$ cat config.mk
export PLATFORM = sky130hd
export DESIGN_NAME = hub75_bcm_scheduler
export DESIGN_NICKNAME = d
export VERILOG_FILES = /design/src/rtl/hub75_pkg.sv /design/src/rtl/hub75_on_timer.sv /design/src/rtl/hub75_bcm_scheduler.sv
export SDC_FILE = /design/constraint.sdc
export NUM_CORES = 1
export LEC_CHECK = 0
export CAP_MARGIN = 25
export CELL_PAD_IN_SITES_DETAIL_PLACEMENT = 0
export CELL_PAD_IN_SITES_GLOBAL_PLACEMENT = 1
export CORE_MARGIN = 2
export CORE_UTILIZATION = 35
export DETAILED_ROUTE_END_ITERATION = 10
export PLACE_DENSITY_LB_ADDON = 0.1
export SETUP_SLACK_MARGIN = 0.1
export SYNTH_ARGS = -nofsm -noshare
export SYNTH_HDL_FRONTEND = slang
export SYNTH_SLANG_ARGS = --single-unit
$ cat constraint.sdc
create_clock -name i_clk -period 3.35 [get_ports i_clk]
set_clock_uncertainty 0.2 [all_clocks]
set_input_delay 0.335 -clock i_clk [delete_from_list [all_inputs] [get_ports i_clk]]
set_output_delay 0.335 -clock i_clk [all_outputs]
set_load 0.02 [all_outputs]
$ cat src/rtl/hub75_pkg.sv
// Shared state encoding and width helpers for the HUB75 BCM scheduler.
// Optional feature macro: HUB75_BRIGHTNESS_EN (global brightness scaling of on-times).
package hub75_pkg;

    typedef enum logic [2:0] {
        ST_IDLE,
        ST_SHIFT,
        ST_WAIT_ON,
        ST_BLANK,
        ST_LATCH,
        ST_UNBLANK
    } state_t;

    localparam int RGB_W    = 6;
    localparam int BRIGHT_W = 8;

    // One spare bit keeps the longest plane on-time from wrapping.
    function automatic int on_timer_width(input int base_on, input int planes);
        return $clog2(base_on << (planes - 1)) + 1;
    endfunction

endpackage

$ cat src/rtl/hub75_on_timer.sv
// BCM on-timer: loads the lit duration of a plane, counts down to zero, flags zero.
// With HUB75_BRIGHTNESS_EN defined the load value is scaled by an 8-bit brightness.
module hub75_on_timer
    import hub75_pkg::*;
#(
    parameter int BASE_ON = 8,
    parameter int PLANES  = 4,
    parameter int PW      = 2,
    parameter int ON_W    = 7
) (
    input  logic                clk,
    input  logic                rst,
    input  logic                load,
    input  logic [PW-1:0]       plane,
`ifdef HUB75_BRIGHTNESS_EN
    input  logic [BRIGHT_W-1:0] brightness,
`endif
    output logic                zero
);

    localparam logic [ON_W-1:0] BASE = ON_W'(BASE_ON);

    logic [ON_W-1:0] count;
    logic [ON_W-1:0] load_value;
    logic [ON_W-1:0] plane_time;

    assign plane_time = BASE << plane;

`ifdef HUB75_BRIGHTNESS_EN
    localparam int PROD_W = ON_W + BRIGHT_W;

    logic [PROD_W-1:0] product;
    logic [ON_W-1:0]   scaled;

    assign product = PROD_W'(plane_time) * PROD_W'(brightness);
    assign scaled  = ON_W'(product >> BRIGHT_W);

    // Zero brightness keeps the panel dark; any other value lights at least one cycle.
    always_comb begin
        load_value = '0;
        if (brightness != '0) begin
            load_value = (scaled == '0) ? ON_W'(1) : scaled;
        end
    end
`else
    always_comb begin
        load_value = plane_time;
    end
`endif

    always_ff @(posedge clk or posedge rst) begin
        if (rst) begin
            count <= '0;
        end else if (load) begin
            count <= load_value;
        end else if (count != '0) begin
            count <= count - ON_W'(1);
        end
    end

    assign zero = (count == '0);

endmodule

$ cat src/rtl/hub75_bcm_scheduler.sv
// HUB75 panel sequencer with binary-code-modulation brightness: shifts one row-pair per
// bit-plane while the previous plane stays lit. Optional macro: HUB75_BRIGHTNESS_EN.
module hub75_bcm_scheduler
    import hub75_pkg::*;
#(
    parameter  int COLS      = 64,
    parameter  int ROWS_HALF = 16,
    parameter  int PLANES    = 4,
    parameter  int BASE_ON   = 8,
    localparam int RW        = $clog2(ROWS_HALF),
    localparam int CW        = $clog2(COLS),
    localparam int PW        = $clog2(PLANES)
) (
    input  logic                 i_clk,
    input  logic                 i_rst,
    input  logic                 i_enable,
`ifdef HUB75_BRIGHTNESS_EN
    input  logic [BRIGHT_W-1:0]  i_brightness,
`endif
    output logic [RW+CW-1:0]     o_fb_addr,
    output logic [PW-1:0]        o_fb_plane,
    input  logic [RGB_W-1:0]     i_fb_rgb,
    output logic [1:0]           o_data_r,
    output logic [1:0]           o_data_g,
    output logic [1:0]           o_data_b,
    output logic                 o_clk_enable,
    output logic                 o_latch,
    output logic                 o_blank,
    output logic [RW-1:0]        o_row,
    output logic                 o_frame_start
);

    localparam int ON_W = on_timer_width(BASE_ON, PLANES);

    state_t             state;
    state_t             state_next;
    logic [RW-1:0]      sr;
    logic [PW-1:0]      sp;
    logic [CW:0]        col;
    logic [RW-1:0]      row_q;
    logic [RGB_W-1:0]   data_hold;
    logic [RGB_W-1:0]   rgb_now;
    logic               shift_en;
    logic               timer_load;
    logic               timer_zero;
    logic               last_col;
    logic               last_plane;
    logic               frame_end;

    assign last_col   = (col == (CW+1)'(COLS));
    assign last_plane = (sp == PW'(PLANES - 1));
    assign frame_end  = last_plane && (sr == RW'(ROWS_HALF - 1));

    always_ff @(posedge i_clk or posedge i_rst) begin
        if (i_rst) begin
            state <= ST_IDLE;
        end else begin
            state <= state_next;
        end
    end

    always_comb begin
        state_next    = state;
        shift_en      = 1'b0;
        timer_load    = 1'b0;
        o_latch       = 1'b0;
        o_frame_start = 1'b0;
        case (state)
            ST_IDLE: begin
                if (i_enable) begin
                    state_next = ST_SHIFT;
                end
            end
            ST_SHIFT: begin
                // Column 0 only issues an address; data for column c appears one cycle later.
                shift_en = (col != '0);
                if (last_col) begin
                    state_next = ST_WAIT_ON;
                end
            end
            ST_WAIT_ON: begin
                if (timer_zero) begin
                    state_next = ST_BLANK;
                end
            end
            ST_BLANK: begin
                state_next = ST_LATCH;
            end
            ST_LATCH: begin
                o_latch       = 1'b1;
                o_frame_start = (sr == '0) && (sp == '0);
                state_next    = ST_UNBLANK;
            end
            ST_UNBLANK: begin
                timer_load = 1'b1;
                state_next = (frame_end && !i_enable) ? ST_IDLE : ST_SHIFT;
            end
            default: begin
                state_next = ST_IDLE;
            end
        endcase
    end

    always_ff @(posedge i_clk or posedge i_rst) begin
        if (i_rst) begin
            sr    <= '0;
            sp    <= '0;
            col   <= '0;
            row_q <= '0;
        end else begin
            case (state)
                ST_IDLE: begin
                    sr  <= '0;
                    sp  <= '0;
                    col <= '0;
                end
                ST_SHIFT: begin
                    col <= last_col ? '0 : col + (CW+1)'(1);
                end
                ST_LATCH: begin
                    row_q <= sr;
                end
                ST_UNBLANK: begin
                    // Plane is the inner loop, row-pair the outer loop.
                    col <= '0;
                    if (last_plane) begin
                        sp <= '0;
                        sr <= frame_end ? '0 : sr + RW'(1);
                    end else begin
                        sp <= sp + PW'(1);
                    end
                end
                default: begin
                end
            endcase
        end
    end

    always_ff @(posedge i_clk or posedge i_rst) begin
        if (i_rst) begin
            data_hold <= '0;
        end else if (shift_en) begin
            data_hold <= i_fb_rgb;
        end
    end

    hub75_on_timer #(
        .BASE_ON (BASE_ON),
        .PLANES  (PLANES),
        .PW      (PW),
        .ON_W    (ON_W)
    ) u_on_timer (
        .clk        (i_clk),
        .rst        (i_rst),
        .load       (timer_load),
        .plane      (sp),
`ifdef HUB75_BRIGHTNESS_EN
        .brightness (i_brightness),
`endif
        .zero       (timer_zero)
    );

    // Pixel bits pass straight through on shift cycles so they line up with the shift clock.
    assign rgb_now = shift_en ? i_fb_rgb : data_hold;

    assign o_data_r     = {rgb_now[5], rgb_now[2]};
    assign o_data_g     = {rgb_now[4], rgb_now[1]};
    assign o_data_b     = {rgb_now[3], rgb_now[0]};
    assign o_fb_addr    = {sr, col[CW-1:0]};
    assign o_fb_plane   = sp;
    assign o_clk_enable = shift_en;
    assign o_row        = row_q;
    assign o_blank      = timer_zero;

endmodule

==> results by group <==
Outcome
  – Status: completed

Synth
  – Cells after Synth: 173
  – Number of synthesized register bits: 33
  – Avg Cell Area, Syn: 10.2 um^2
  – Distinct cells, synth: 45
  – Syn Nets: 191
  – Mapped Area: 1770 um^2
  – Sequential share of the synthesized area: 46.6%
  – Yosys warning total: 0

Timing
  – Fin. max-slew vios: 0
  – Worst Max-Slew Pin Slew: 0.659 ns
  – Setup Viol. Count Final: 0
  – Max-slew headroom: 55.9%
  – Final hold viol count: 0
  – Highest clock rate: 340 MHz
  – RSZ-0062 raised after global routing: no
  – Min Tclk post-route: 2.94 ns
  – Fin crit share: 87.8%
  – Post-route setup slack: 0.408 ns
  – TNS Setup: 0 ns

Global route
  – Largest net degree at the start of global routing: 34
  – First-pass GRT wire length: 6.47 mm
  – Remaining Overflow, GRT: 0
  – Initial antenna violation count: 0
  – Tot GR Track Use: 15.1%
  – Vias in the first global route: 1397

Floorplan
  – Top Ports: 35
  – Die area: 5650 um^2
  – Chip width: 75.1 um
  – Core ar.: 4820 um^2
  – Initial core utilization: 36.8%
  – Die height: 75.1 um
  – Row Count: 25

Worst setup path
  – Setup CP Type: reg -> out
  – Worst setup EP type: primary output
  – Crit path cell chain: inv_1 -> ha_1 -> nor3b_1 -> a21oi_2 -> mux2_2 -> clkdlybuf4s50_1
  – CP max-delay cell: clkdlybuf4s50_1
  – Critical Path RT: 2.81 ns
  – Worst Path Arrival: 2.41 ns
  – Slowest stage delay, CP: 0.54 ns
  – Critical path launch point type: register
  – CP Max Fanout: 7

Clock tree
  – Clk Latency, worst-skew pair: 0.28 ns
  – Clk sinks: 33
  – TritonCTS Buffers: 5
  – H-tree levels: 2
  – Clk root buf: clkbuf_8
  – Setup bufs post-CTS: 0
  – Post-cts sizing count: 0
  – Clk buf depth: 2
  – Reg clk slew, reported paths: 0.07 ns
  – CTS tree: done
  – # hold bufs at CTS: 0

Routing
  – Via count: 1367
  – DR WL/cell: 13.4 um
  – DR pass1 iterations: 4
  – DRC viols: 0
  – Initial DRC Count: 72
  – Via density: 4.94
  – Routed wire length: 3.72 mm
  – Post-DRT Antenna Nets: 0

Placement
  – GP Congestion: 0.749
  – Port bufs: 34
  – Dpl ws: 0.700 ns
  – Final HPWL DP: 2.68 mm

Finish
  – Final core occ: 47.0%
  – N_diodes: 0
  – P&R area growth vs syn: 27.9%
  – Commonest non-fill, non-tap cell in the layout: clkdlybuf4s50_1
  – Layout cells sized above 1: 13.3%
  – Commonest non-fill, non-tap cells in the layout: clkdlybuf4s50_1 (34), dfrtp_1 (33), nor2_1 (15), nand2_1 (13), inv_1 (12)
  – Nets: 227
  – FILL cells: 464

Min path
  – Hold Path Class: in -> async

Flow run
  – Max-cap violations: 0

Power
  – Leakage power: 0.967 nW
  – Power per Cell Area: 623 nW/um^2
  – Worst vdd ir: 0.336 mV
power breakdown:
group | switching, mW | internal, mW | total (mW)
Combinational | 0.246 | 0.271 | 0.517
Sequential | 0.0748 | 0.488 | 0.563
Clock | 0.146 | 0.186 | 0.331
Total | 0.467 | 0.944 | 1.41
synth_stat cells:
| cell type | count | area share [%] |
|---|---|---|
| nor4_1 | 1 | 0.35 |
| and2_1 | 1 | 0.35 |
| clkbuf_2 | 1 | 0.28 |
| nor3_1 | 5 | 1.4 |
| nand4_1 | 2 | 0.71 |
| a211oi_1 | 1 | 0.42 |
| nor2b_1 | 2 | 0.71 |
| nor3_4 | 1 | 0.92 |
| buf_6 | 1 | 0.64 |
| a32oi_1 | 1 | 0.49 |
| nand4b_1 | 1 | 0.49 |
| nand2_1 | 13 | 2.8 |
| buf_4 | 6 | 2.5 |
| nor3b_1 | 2 | 0.85 |
| a21oi_2 | 1 | 0.49 |
| o21bai_1 | 1 | 0.42 |
| nor2b_4 | 1 | 0.78 |
| mux2_2 | 10 | 6.4 |
| o21ai_1 | 1 | 0.28 |
| and3_1 | 1 | 0.35 |
| or3_1 | 2 | 0.71 |
| o211ai_1 | 1 | 0.42 |
| a32o_1 | 2 | 1.1 |
| inv_1 | 12 | 2.5 |
| o22ai_1 | 4 | 1.4 |
| or4_1 | 1 | 0.42 |
| a22o_1 | 1 | 0.49 |
| nor2_1 | 15 | 3.2 |
| a21o_1 | 1 | 0.42 |
| ha_1 | 9 | 6.4 |
| or2b_1 | 1 | 0.42 |
| nand2b_1 | 6 | 2.1 |
| nand3_1 | 3 | 0.85 |
| dfrtp_1 | 33 | 47 |
| or4b_4 | 1 | 0.78 |
| o31ai_1 | 2 | 0.85 |
| and4_1 | 1 | 0.49 |
| o311ai_1 | 1 | 0.49 |
| o21ai_0 | 7 | 2.0 |
| a21oi_1 | 5 | 1.4 |
| xnor2_1 | 6 | 3.0 |
| a31oi_1 | 2 | 0.71 |
| clkbuf_1 | 2 | 0.42 |
| mux2_4 | 1 | 0.85 |
| or2_1 | 1 | 0.35 |
final cells by class:
cell class	instances	area, um^2	area share (%)
sequential	33	826	36.4
tap	67	83.8	3.70
clock inverter	1	5.00	0.221
inverter	12	45.0	1.99
timing repair buffer	39	378	16.7
clock buffer	7	96.3	4.25
multi-input combinational	118	832	36.7
layer usage:
layer,track usage [%],wire length [um]
met1,19.2,1730
met2,25.2,1780
met4,5.26,44
met5,0,0
met3,3.75,160
logic make-up (layout without fill, tap and decap cells):
| group | after synthesis | count (layout) | synth area share, % |
|---|---|---|---|
| buffers and inverters | 22 | 59 | 6.43 |
| AOI/OAI and AO/OA | 31 | 31 | 11.4 |
| adders and majority gates | 9 | 9 | 6.36 |
| xor gates and xnor gates | 6 | 6 | 2.97 |
| muxes | 11 | 11 | 7.20 |
| and+or+nand+nor | 61 | 61 | 19.0 |
| DFF | 33 | 33 | 46.6 |
flip-flops by register name (all words and copies together) (netlist names):
signal / cells
u_on_timer.count: 7
state: 3
sr: 4
o_fb_plane: 2
o_row: 4
data_hold: 6
col: 7
critical path, delay by kind of cell (launching register included):
kind / cells / cell delay, ns
AND/OR/NAND/NOR: 1 / 0.15
adder cells (fa/ha/maj): 1 / 0.20
multiplexers: 1 / 0.40
flip-flops: 1 / 0.44
AO/OA/AOI/OAI: 1 / 0.34
buffers and inverters: 2 / 0.60
final timing paths:
path,startpoint,to,slack (ns),depth (start not counted)
min in group i_clk,data_hold[5],data_hold[5],0.30,1
max in group asynchronous,i_rst,u_on_timer.count[6],2.39,3
worst max-delay path,col[0],o_data_b[1],0.41,6
worst max register to register,u_on_timer.count[0],u_on_timer.count[4],1.22,7
worst min register to register,data_hold[5],data_hold[5],0.30,1
worst min-delay path,i_rst,data_hold[2],0.24,3
metrics by stage:
| stage | power [mW] | hold WS (ns) | instances | cell area, um^2 |
|---|---|---|---|---|
| global route | 1.51 | 0.298 | 277 | 2270 |
| detailed placement | 1.09 | 0.289 | 269 | 2160 |
| CTS | 1.43 | 0.260 | 277 | 2270 |
| finish | 1.41 | 0.243 | 277 | 2270 |
| global placement | 1.08 | 0.282 | 269 | 2160 |
| floorplan | 0.938 | 0.264 | 173 | 1770 |
No activity file was read; power rests on OpenSTA's default activity.
